## src/rtl/nnrv_pkg.sv

```systemverilog
// Shared types and default parameters for the nnrv fetch front end.
package nnrv_pkg;

  typedef enum logic [1:0] {
    IDLE = 2'd0,
    WAIT = 2'd1,
    DROP = 2'd2
  } fq_state_e;

  localparam int          XLEN_DEF        = 64;
  localparam int          DATA_WIDTH_DEF  = 64;
  localparam int          INSTR_WIDTH_DEF = 32;
  localparam int          DEPTH_DEF       = 4;
  localparam logic [63:0] RESET_PC_DEF    = 64'h0;

endpackage

```

## src/rtl/nnrv_fifo.sv

```systemverilog
// Circular-buffer FIFO with flush; a push into a full queue succeeds only
// when a pop frees a slot in the same cycle.
module nnrv_fifo #(
  parameter int WIDTH = 32,
  parameter int DEPTH = 4
) (
  input  logic                     i_clk,
  input  logic                     i_rst,
  input  logic                     push,
  input  logic [WIDTH-1:0]         wdata,
  input  logic                     pop,
  input  logic                     flush,
  output logic [WIDTH-1:0]         rdata,
  output logic [$clog2(DEPTH):0]   count
);

  localparam int AW = $clog2(DEPTH);
  localparam int CW = AW + 1;

  logic [WIDTH-1:0] mem [DEPTH];
  logic [AW-1:0]    rd_ptr, wr_ptr;
  logic             do_push, do_pop;

  assign do_pop  = pop && (count != '0);
  assign do_push = push && ((count != CW'(DEPTH)) || do_pop);
  assign rdata   = mem[rd_ptr];

  always_ff @(posedge i_clk or posedge i_rst) begin
    if (i_rst) begin
      rd_ptr <= '0;
      wr_ptr <= '0;
      count  <= '0;
    end else if (flush) begin
      rd_ptr <= '0;
      wr_ptr <= '0;
      count  <= '0;
    end else begin
      if (do_push) wr_ptr <= wr_ptr + AW'(1);
      if (do_pop)  rd_ptr <= rd_ptr + AW'(1);
      count <= count + CW'(do_push) - CW'(do_pop);
    end
  end

  // Storage is left unreset; count gates visibility of stale entries.
  always_ff @(posedge i_clk) begin
    if (do_push && !flush) mem[wr_ptr] <= wdata;
  end

endmodule

```

## src/rtl/nnrv_fetch_queue.sv

```systemverilog
// Instruction fetch unit: single-outstanding memory requests feeding an
// instruction queue toward decode, with redirect flush and stale-response drop.
module nnrv_fetch_queue
  import nnrv_pkg::*;
#(
  parameter int              XLEN        = XLEN_DEF,
  parameter int              DATA_WIDTH  = DATA_WIDTH_DEF,
  parameter int              INSTR_WIDTH = INSTR_WIDTH_DEF,
  parameter int              DEPTH       = DEPTH_DEF,
  parameter logic [XLEN-1:0] RESET_PC    = XLEN'(RESET_PC_DEF)
) (
  input  logic                   i_clk,
  input  logic                   i_rst,
  output logic                   o_mem_req,
  output logic [XLEN-1:0]        o_mem_addr,
  input  logic                   i_mem_gnt,
  input  logic                   i_mem_rvalid,
  input  logic [DATA_WIDTH-1:0]  i_mem_rdata,
  output logic                   o_id_valid,
  output logic [INSTR_WIDTH-1:0] o_id_instr,
  output logic [XLEN-1:0]        o_id_pc,
  input  logic                   i_id_ready,
  input  logic                   i_redirect,
  input  logic [XLEN-1:0]        i_redirect_pc
);

  localparam int CW = $clog2(DEPTH) + 1;
  localparam int NW = DATA_WIDTH / 32;
  localparam int QW = INSTR_WIDTH + XLEN;

  fq_state_e              state, state_nxt;
  logic [XLEN-1:0]        pc, pc_nxt, req_addr;
  logic [CW-1:0]          count;
  logic                   push, pop, flush, issue;
  logic [INSTR_WIDTH-1:0] instr_slice;
  logic [QW-1:0]          q_head;
  int unsigned            k;
  logic                   unused_pc_lsbs;

  assign unused_pc_lsbs = ^i_redirect_pc[1:0];

  assign o_mem_addr = pc;
  assign o_mem_req  = (state == IDLE) && (count < CW'(DEPTH)) && !i_redirect;
  assign issue      = o_mem_req && i_mem_gnt;

  // Word lane within the read beat selected by the request address.
  always_comb begin
    k           = 32'((req_addr >> 2) & XLEN'(NW - 1));
    instr_slice = INSTR_WIDTH'(i_mem_rdata >> (32 * k));
  end

  always_comb begin
    state_nxt = state;
    pc_nxt    = pc;
    push      = 1'b0;
    case (state)
      IDLE: begin
        if (i_redirect && i_mem_gnt) begin
          state_nxt = DROP;
        end else if (issue) begin
          state_nxt = WAIT;
          pc_nxt    = pc + XLEN'(4);
        end
      end
      WAIT: begin
        if (i_mem_rvalid) begin
          state_nxt = IDLE;
          push      = !i_redirect;
        end else if (i_redirect) begin
          state_nxt = DROP;
        end
      end
      DROP: begin
        if (i_mem_rvalid) state_nxt = IDLE;
      end
      default: state_nxt = IDLE;
    endcase
    if (i_redirect) pc_nxt = {i_redirect_pc[XLEN-1:2], 2'b00};
  end

  always_ff @(posedge i_clk or posedge i_rst) begin
    if (i_rst) begin
      state    <= IDLE;
      pc       <= RESET_PC;
      req_addr <= RESET_PC;
    end else begin
      state <= state_nxt;
      pc    <= pc_nxt;
      if (issue) req_addr <= pc;
    end
  end

  // Redirect wins over decode handshake: the flush discards the head anyway.
  assign flush = i_redirect;
  assign pop   = o_id_valid && i_id_ready && !i_redirect;

  nnrv_fifo #(
    .WIDTH (QW),
    .DEPTH (DEPTH)
  ) u_iq (
    .i_clk (i_clk),
    .i_rst (i_rst),
    .push  (push),
    .wdata ({instr_slice, req_addr}),
    .pop   (pop),
    .flush (flush),
    .rdata (q_head),
    .count (count)
  );

  assign o_id_valid = (count != '0);
  assign o_id_instr = q_head[QW-1:XLEN];
  assign o_id_pc    = q_head[XLEN-1:0];

endmodule

```

## config.mk

```make
export PLATFORM = sky130hd
export DESIGN_NAME = nnrv_fetch_queue
export DESIGN_NICKNAME = d
export VERILOG_FILES = /design/src/rtl/nnrv_pkg.sv /design/src/rtl/nnrv_fifo.sv /design/src/rtl/nnrv_fetch_queue.sv
export SDC_FILE = /design/constraint.sdc
export NUM_CORES = 1
export LEC_CHECK = 0
export BUFFER_PORTS_ARGS = -buffer_cell sky130_fd_sc_hd__buf_2
export CORE_ASPECT_RATIO = 1.5
export CORE_MARGIN = 2
export CORE_UTILIZATION = 57
export DETAILED_ROUTE_END_ITERATION = 7
export HOLD_SLACK_MARGIN = 0.08
export PLACE_DENSITY = 0.89
export SLEW_MARGIN = 0
export SYNTH_ARGS = -nofsm -noshare
export SYNTH_HDL_FRONTEND = slang
export SYNTH_SLANG_ARGS = --single-unit
```

## constraint.sdc

```tcl
create_clock -name i_clk -period 4.8 [get_ports i_clk]
set_clock_uncertainty 0.2 [all_clocks]
set_input_delay 0.72 -clock i_clk [delete_from_list [all_inputs] [get_ports i_clk]]
set_output_delay 0.72 -clock i_clk [all_outputs]
set_load 0.01 [all_outputs]
```

# Word-level counts from Yosys, hierarchy flattened
# Memories as Yosys holds them, arrays and structs flattened.
# Index checks and enable logic that the tools add are counted.
# classes
n_addsub	5
order_cmp	1
eq_ne	7
n_shift	1
n_mux	19
reduce_logical	19
# ops
cell	n
$mux 64	4
$add 64x3->64 const B	1
$shr 64x6->32	1
$mux 2	9
$logic_and 1x1->1	9
$reduce_bool 2->1	4
$ne 3x3->1 const B	2
$pmux 2 s3	1
$reduce_and 3->1	2
$add 2x1->2 const B	2
$mux 1	4
$ne 2x2->1 const B	2
$add 3x1->3	1
$lt 3x3->1 const B	1
$mux 3	1
$ne 3x2->1 const B	1
$reduce_bool 3->1	1
$sub 3x1->3	1
$eq 2x1->1 const B	1
$eq 2x2->1 const B	1
$logic_not 2->1	1
$logic_not 1->1	1
$logic_or 1x1->1	1
# word_totals
register_bits	137
mem_bits_rw	384
inputBits	134
memories	1
# memory_table
name	depth	width	rd	rd_ports_with_merged_regs	write_ports	line	rtl
u_iq.mem	4	96	1	0	1	nnrv_fifo.sv:20	logic [WIDTH-1:0] mem [DEPTH];

# Logic depth before layout (Yosys ltp)
# depth
word_depth	9
ltp_mapped	11
mapped_depth_nobuf	10

# Modules after synthesis
# A second synthesis with hierarchy kept.
# unflattened
hier_cells	1345
area_unflattened_um2	21172.8
# modules_own_cells
mod	instances	cells_per_inst	area_each_um2
nnrv_fifo	1	547	14291.2
nnrv_fetch_queue	1	798	6881.6

# Least setup slack after synthesis
# OpenSTA, ideal clock, no wires.
# synth_path
kind	input to register
startpoint	input i_mem_rvalid
endpoint	memory u_iq.mem[1][10] (netlist name), enable pin
t_arrival_ns	3.722
required_ns	4.137
path_slack_ns	0.415
stages	3
path_buffers	0
cell_sequence	nand2_1 nor4_1 and2_1
# synth_via
elab_chain_cells	6
# synth_rtl
element	line	rtl
start: declaration	nnrv_fetch_queue.sv:17	input logic i_mem_rvalid,
$mux 1	nnrv_fetch_queue.sv:66	if (i_mem_rvalid) begin
$mux 1	nnrv_fetch_queue.sv:56	case (state)
$logic_and 1x1->1	nnrv_fifo.sv:25	assign do_push = push && ((count != CW'(DEPTH)) || do_pop);
$logic_and 1x1->1	nnrv_fifo.sv:46	if (do_push && !flush) mem[wr_ptr] <= wdata;
$mux 1	nnrv_fifo.sv:46	
$mux 1 (implied by the code)	nnrv_fifo.sv:46	
end: declaration	nnrv_fifo.sv:20	
# No other way between the ends.

# Final worst setup path
# layout_path
startpoint	register u_iq.rd_ptr[0]
endpoint	output o_id_pc[16]
# layout_via
elab_chain_cells	1
# layout_rtl
element	line	rtl
start: declaration	nnrv_fifo.sv:21	logic [AW-1:0] rd_ptr, wr_ptr;
start signal: assignment	nnrv_fifo.sv:39	if (do_pop) rd_ptr <= rd_ptr + AW'(1);
$mem_v2 4x96	--	
end: declaration	nnrv_fetch_queue.sv:21	output logic [XLEN-1:0] o_id_pc,
# No other way between the ends.

==> summary.md <==
| Metric | Value |
|---|---|
| Status | finished, final reports clean |
| XOR/XNOR share of the synthesized area | 1.505% |
| DP Cell Count | 1869 |
| Startpoint class of the critical path | register |
| Final Hold Viols | 0 |
| DR WL/cell | 24.14 um |
| Final period utilization | 77.55% |
| Synth Area in Adders | 0.5284% |
| Hold Path Depth | 3 |
| Maxcap violations | 0 |
| Cell count after synthesis | 1144 |
| Non-Filler Instances | 1954 |
| Worst-Skew Late Latency | 0.56 ns |
| Layout area overhead | 17.40% |
| Syn_area_per_cell | 17.80 um2 |
| Switch share | 26.08% |
| Number of nets with antenna violations after routing | 0 |
| Top-area cell type share of the netlist area | 55.45% |
| Required @ worst endpoint | 3.88 ns |
| Final setup viols | 0 |
| Hold WC Path Type | input port to register |
| Cell Pwr Density | 487.0 nW/um2 |
| Worst-case reg-to-reg path depth | 5 |
| Yosys reg bits | 509 |
| Seq/Total Area, Yosys | 71.79% |
| Share of layout cells above drive strength 1 | 39.69% |
| Drt pass-1 iters | 5 |
| Simple-Gate Fraction of Synth Area | 6.052% |
| Most frequent cell after synthesis | edfxtp_1 |
| Antenna violations before repair | 4 |
| Mux cell area share after synthesis | 15.86% |
| Post-layout nets | 1586 |
| Core area | 35100 um2 |
| Layout fillers | 2237 |
| CTS tree | built |
| Number of enable flip-flop cells after synthesis | 376 |
| Max Root-Sink Buffers | 3 |
| Die footprint | 37280 um2 |
| Main synth FF type | edfxtp_1 |
| Synth unique cells | 45 |
| Number of warnings issued by yosys | 0 |
| Crit-path max FO | 33 |
| Worst-Margin Slew | 1.066 ns |
| Initial Util | 58.01% |
| Gate power share | 16.7% |
| Peak VDD IR | 311.5 uV |
| Crit Path Category | register to output port |
| Vias in the first global route | 12540 |
| CTS Buf Count | 45 |
| Mapped cell area | 20360 um2 |
| Final slew viol count | 0 |
| H-tree levels | 2 |
| Sequential cell area | 14630 um2 |
| I/O Buffers | 289 |
| Clock sinks | 509 |
| Routed vias | 11940 |
| Final GP Congestion | 0.8246 |
| Clock network fraction of design power | 31.1% |
| Cts repair resizes | 0 |
| Post-synthesis compound-gate area fraction | 2.691% |
| Internal power | 8.607 mW |
| Pin count of the biggest net entering global routing | 95 |
| Die W | 158.3 um |
| Die Span Y | 235.5 um |
| Vias/cell | 6.111 |
| Largest family of logic cells by synthesized area | multiplexers |
| IO Pins | 296 |
| Initial DRC count | 926 |
| Rows | 84 |
| Final TNS setup | 0 ns |
| F_max | 268.7 MHz |
| Post-DP HPWL | 29390 um |
| Gr usage total | 25.60% |
| Setup crit end kind | output port |
| Critical Path AT | 2.80 ns |
| CTS root buf | clkbuf_16 |
| DRT Wirelength | 47170 um |
| Yosys top cell by area | edfxtp_1 |
| Synth async-reset ratio | 26.13% |
| Lkg Pwr | 8.525 nW |
| Multi-input logic area | 5461 um2 |
| DRC viols | 0 |
| Reg power frac | 52.3% |
| Clk pin slew, worst setup/hold paths | 0.07 ns |
| NetSw | 3.036 mW |
| First-pass GRT wire length | 71570 um |
| Remaining Overflow, GRT | 0 |
| Slew headroom | 28.83% |
| Top cells by count, synth | 376 x edfxtp_1, 133 x dfrtp_1, 97 x mux2_2 |
| Minimum clock period | 3.722 ns |
| Synth top area cells | edfxtp_1 55%, dfrtp_1 16%, mux4_2 10%, mux2_2 5.4%, nand2_1 1.3% |
| RSZ-0062 raised after global routing | false |
[through the flow]
step	cell area [um2]	hold WS (ns)	utilization (%)	total power, mW	setup slack, ns
2_1_floorplan	20370	0.2724	-	7.291	0.3256
3_3_place_gp	22400	0.2805	63.82	7.958	0.9558
3_5_place_dp	22400	0.2986	63.82	8.107	0.8943
4_1_cts	23900	0.1419	68.09	11.72	0.9749
5_1_grt	23910	0.1702	68.10	12.07	0.8911
6_report	23910	0.1623	68.10	11.64	1.078
[power groups by stage]
stage / logic, mW / clock network [mW] / registers [mW]
after global routing: 2.08 / 3.84 / 6.16
final: 1.94 / 3.62 / 6.08
after global placement: 1.88 / 0 / 6.08
after floorplan: 1.41 / 0 / 5.88
after CTS: 1.97 / 3.67 / 6.08
after detailed placement: 1.94 / 0 / 6.17
[state kept, by name (all words and copies together), names as in the netlist]
register and count:
state 2, o_mem_addr 62, u_iq.mem 376, u_iq.wr_ptr 2
req_addr 62, u_iq.count 3, u_iq.rd_ptr 2
[area by class of cell]
| cell class | count | share of cell area [%] |
|---|---|---|
| multi-input cells | 562 | 22.85 |
| clock buffers | 58 | 5.260 |
| well taps | 473 | 2.476 |
| repair buffers | 313 | 7.024 |
| diodes | 2 | 0.02093 |
| clock inverters | 24 | 0.9630 |
| flip-flops and latches | 509 | 61.19 |
| inverters | 13 | 0.2250 |
[what timing repair did]
action | 4_1_cts | 5_1_grt
hold buffers | 1 | 0
buffers inserted | 0 | 0
hold endpoints to repair | 9 | 0
[layout by cell type, fill, tap and decap left out, types with 5 or more instances in the layout]
cell | Yosys | layout
nor4_1 | 9 | 9
clkbuf_1 | 45 | 7
mux2_2 | 97 | 97
edfxtp_1 | 376 | 376
xor2_1 | 22 | 22
buf_4 | 4 | 19
clkinvlp_4 | 0 | 5
nand3_1 | 22 | 22
nor2_1 | 37 | 36
xnor2_1 | 13 | 13
clkinv_1 | 0 | 8
nand4_1 | 18 | 18
clkinv_2 | 0 | 5
nand2_1 | 69 | 69
clkbuf_16 | 0 | 47
or3_1 | 9 | 9
o31ai_1 | 18 | 18
and3_1 | 11 | 11
and4_1 | 8 | 8
nor3_1 | 6 | 5
inv_1 | 12 | 11
or4_1 | 24 | 24
a31oi_1 | 23 | 23
o21ai_0 | 36 | 36
and2_1 | 10 | 6
mux4_2 | 94 | 94
buf_2 | 1 | 289
dfrtp_1 | 133 | 130
ha_1 | 7 | 7
[routing by layer]
layer,track usage (%),vias up,wire length [um]
li1,-,5112,-
met1,30.22,6040,16620
met2,44.76,639,24860
met3,4.805,145,3423
met4,12.45,4,2249
met5,0,-,15
[logic make-up (layout without fill, tap and decap cells)]
group                      count (synthesis)  in the layout
DFF                                      509            509
buffers and inverters                     76            408
other                                      1              6
xor gates and xnor gates                  35             35
AOI/OAI and AO/OA                         88             88
muxes                                    193            193
adders and majority gates                  8              8
and+or+nand+nor                          234            234
[worst max-delay path: stages, from the launching register on]
cell and delay (ns):
dfrtp_4 0.94, buf_4 0.53, mux4_2 0.59, buf_2 0.17
[final timing paths]
path	slack, ns	startpoint	end
max	1.08	u_iq.rd_ptr[0]	o_id_pc[16]
min	0.16	i_redirect_pc[2]	o_mem_addr[2]
max reg2reg	1.12	u_iq.count[2]	o_mem_addr[48]
min reg2reg	0.31	req_addr[46]	u_iq.mem[1][46]
max in group asynchronous	2.77	i_rst	req_addr[38]
min in group asynchronous	0.61	i_rst	req_addr[44]
Note: power is estimated with default switching activity, not from simulation.
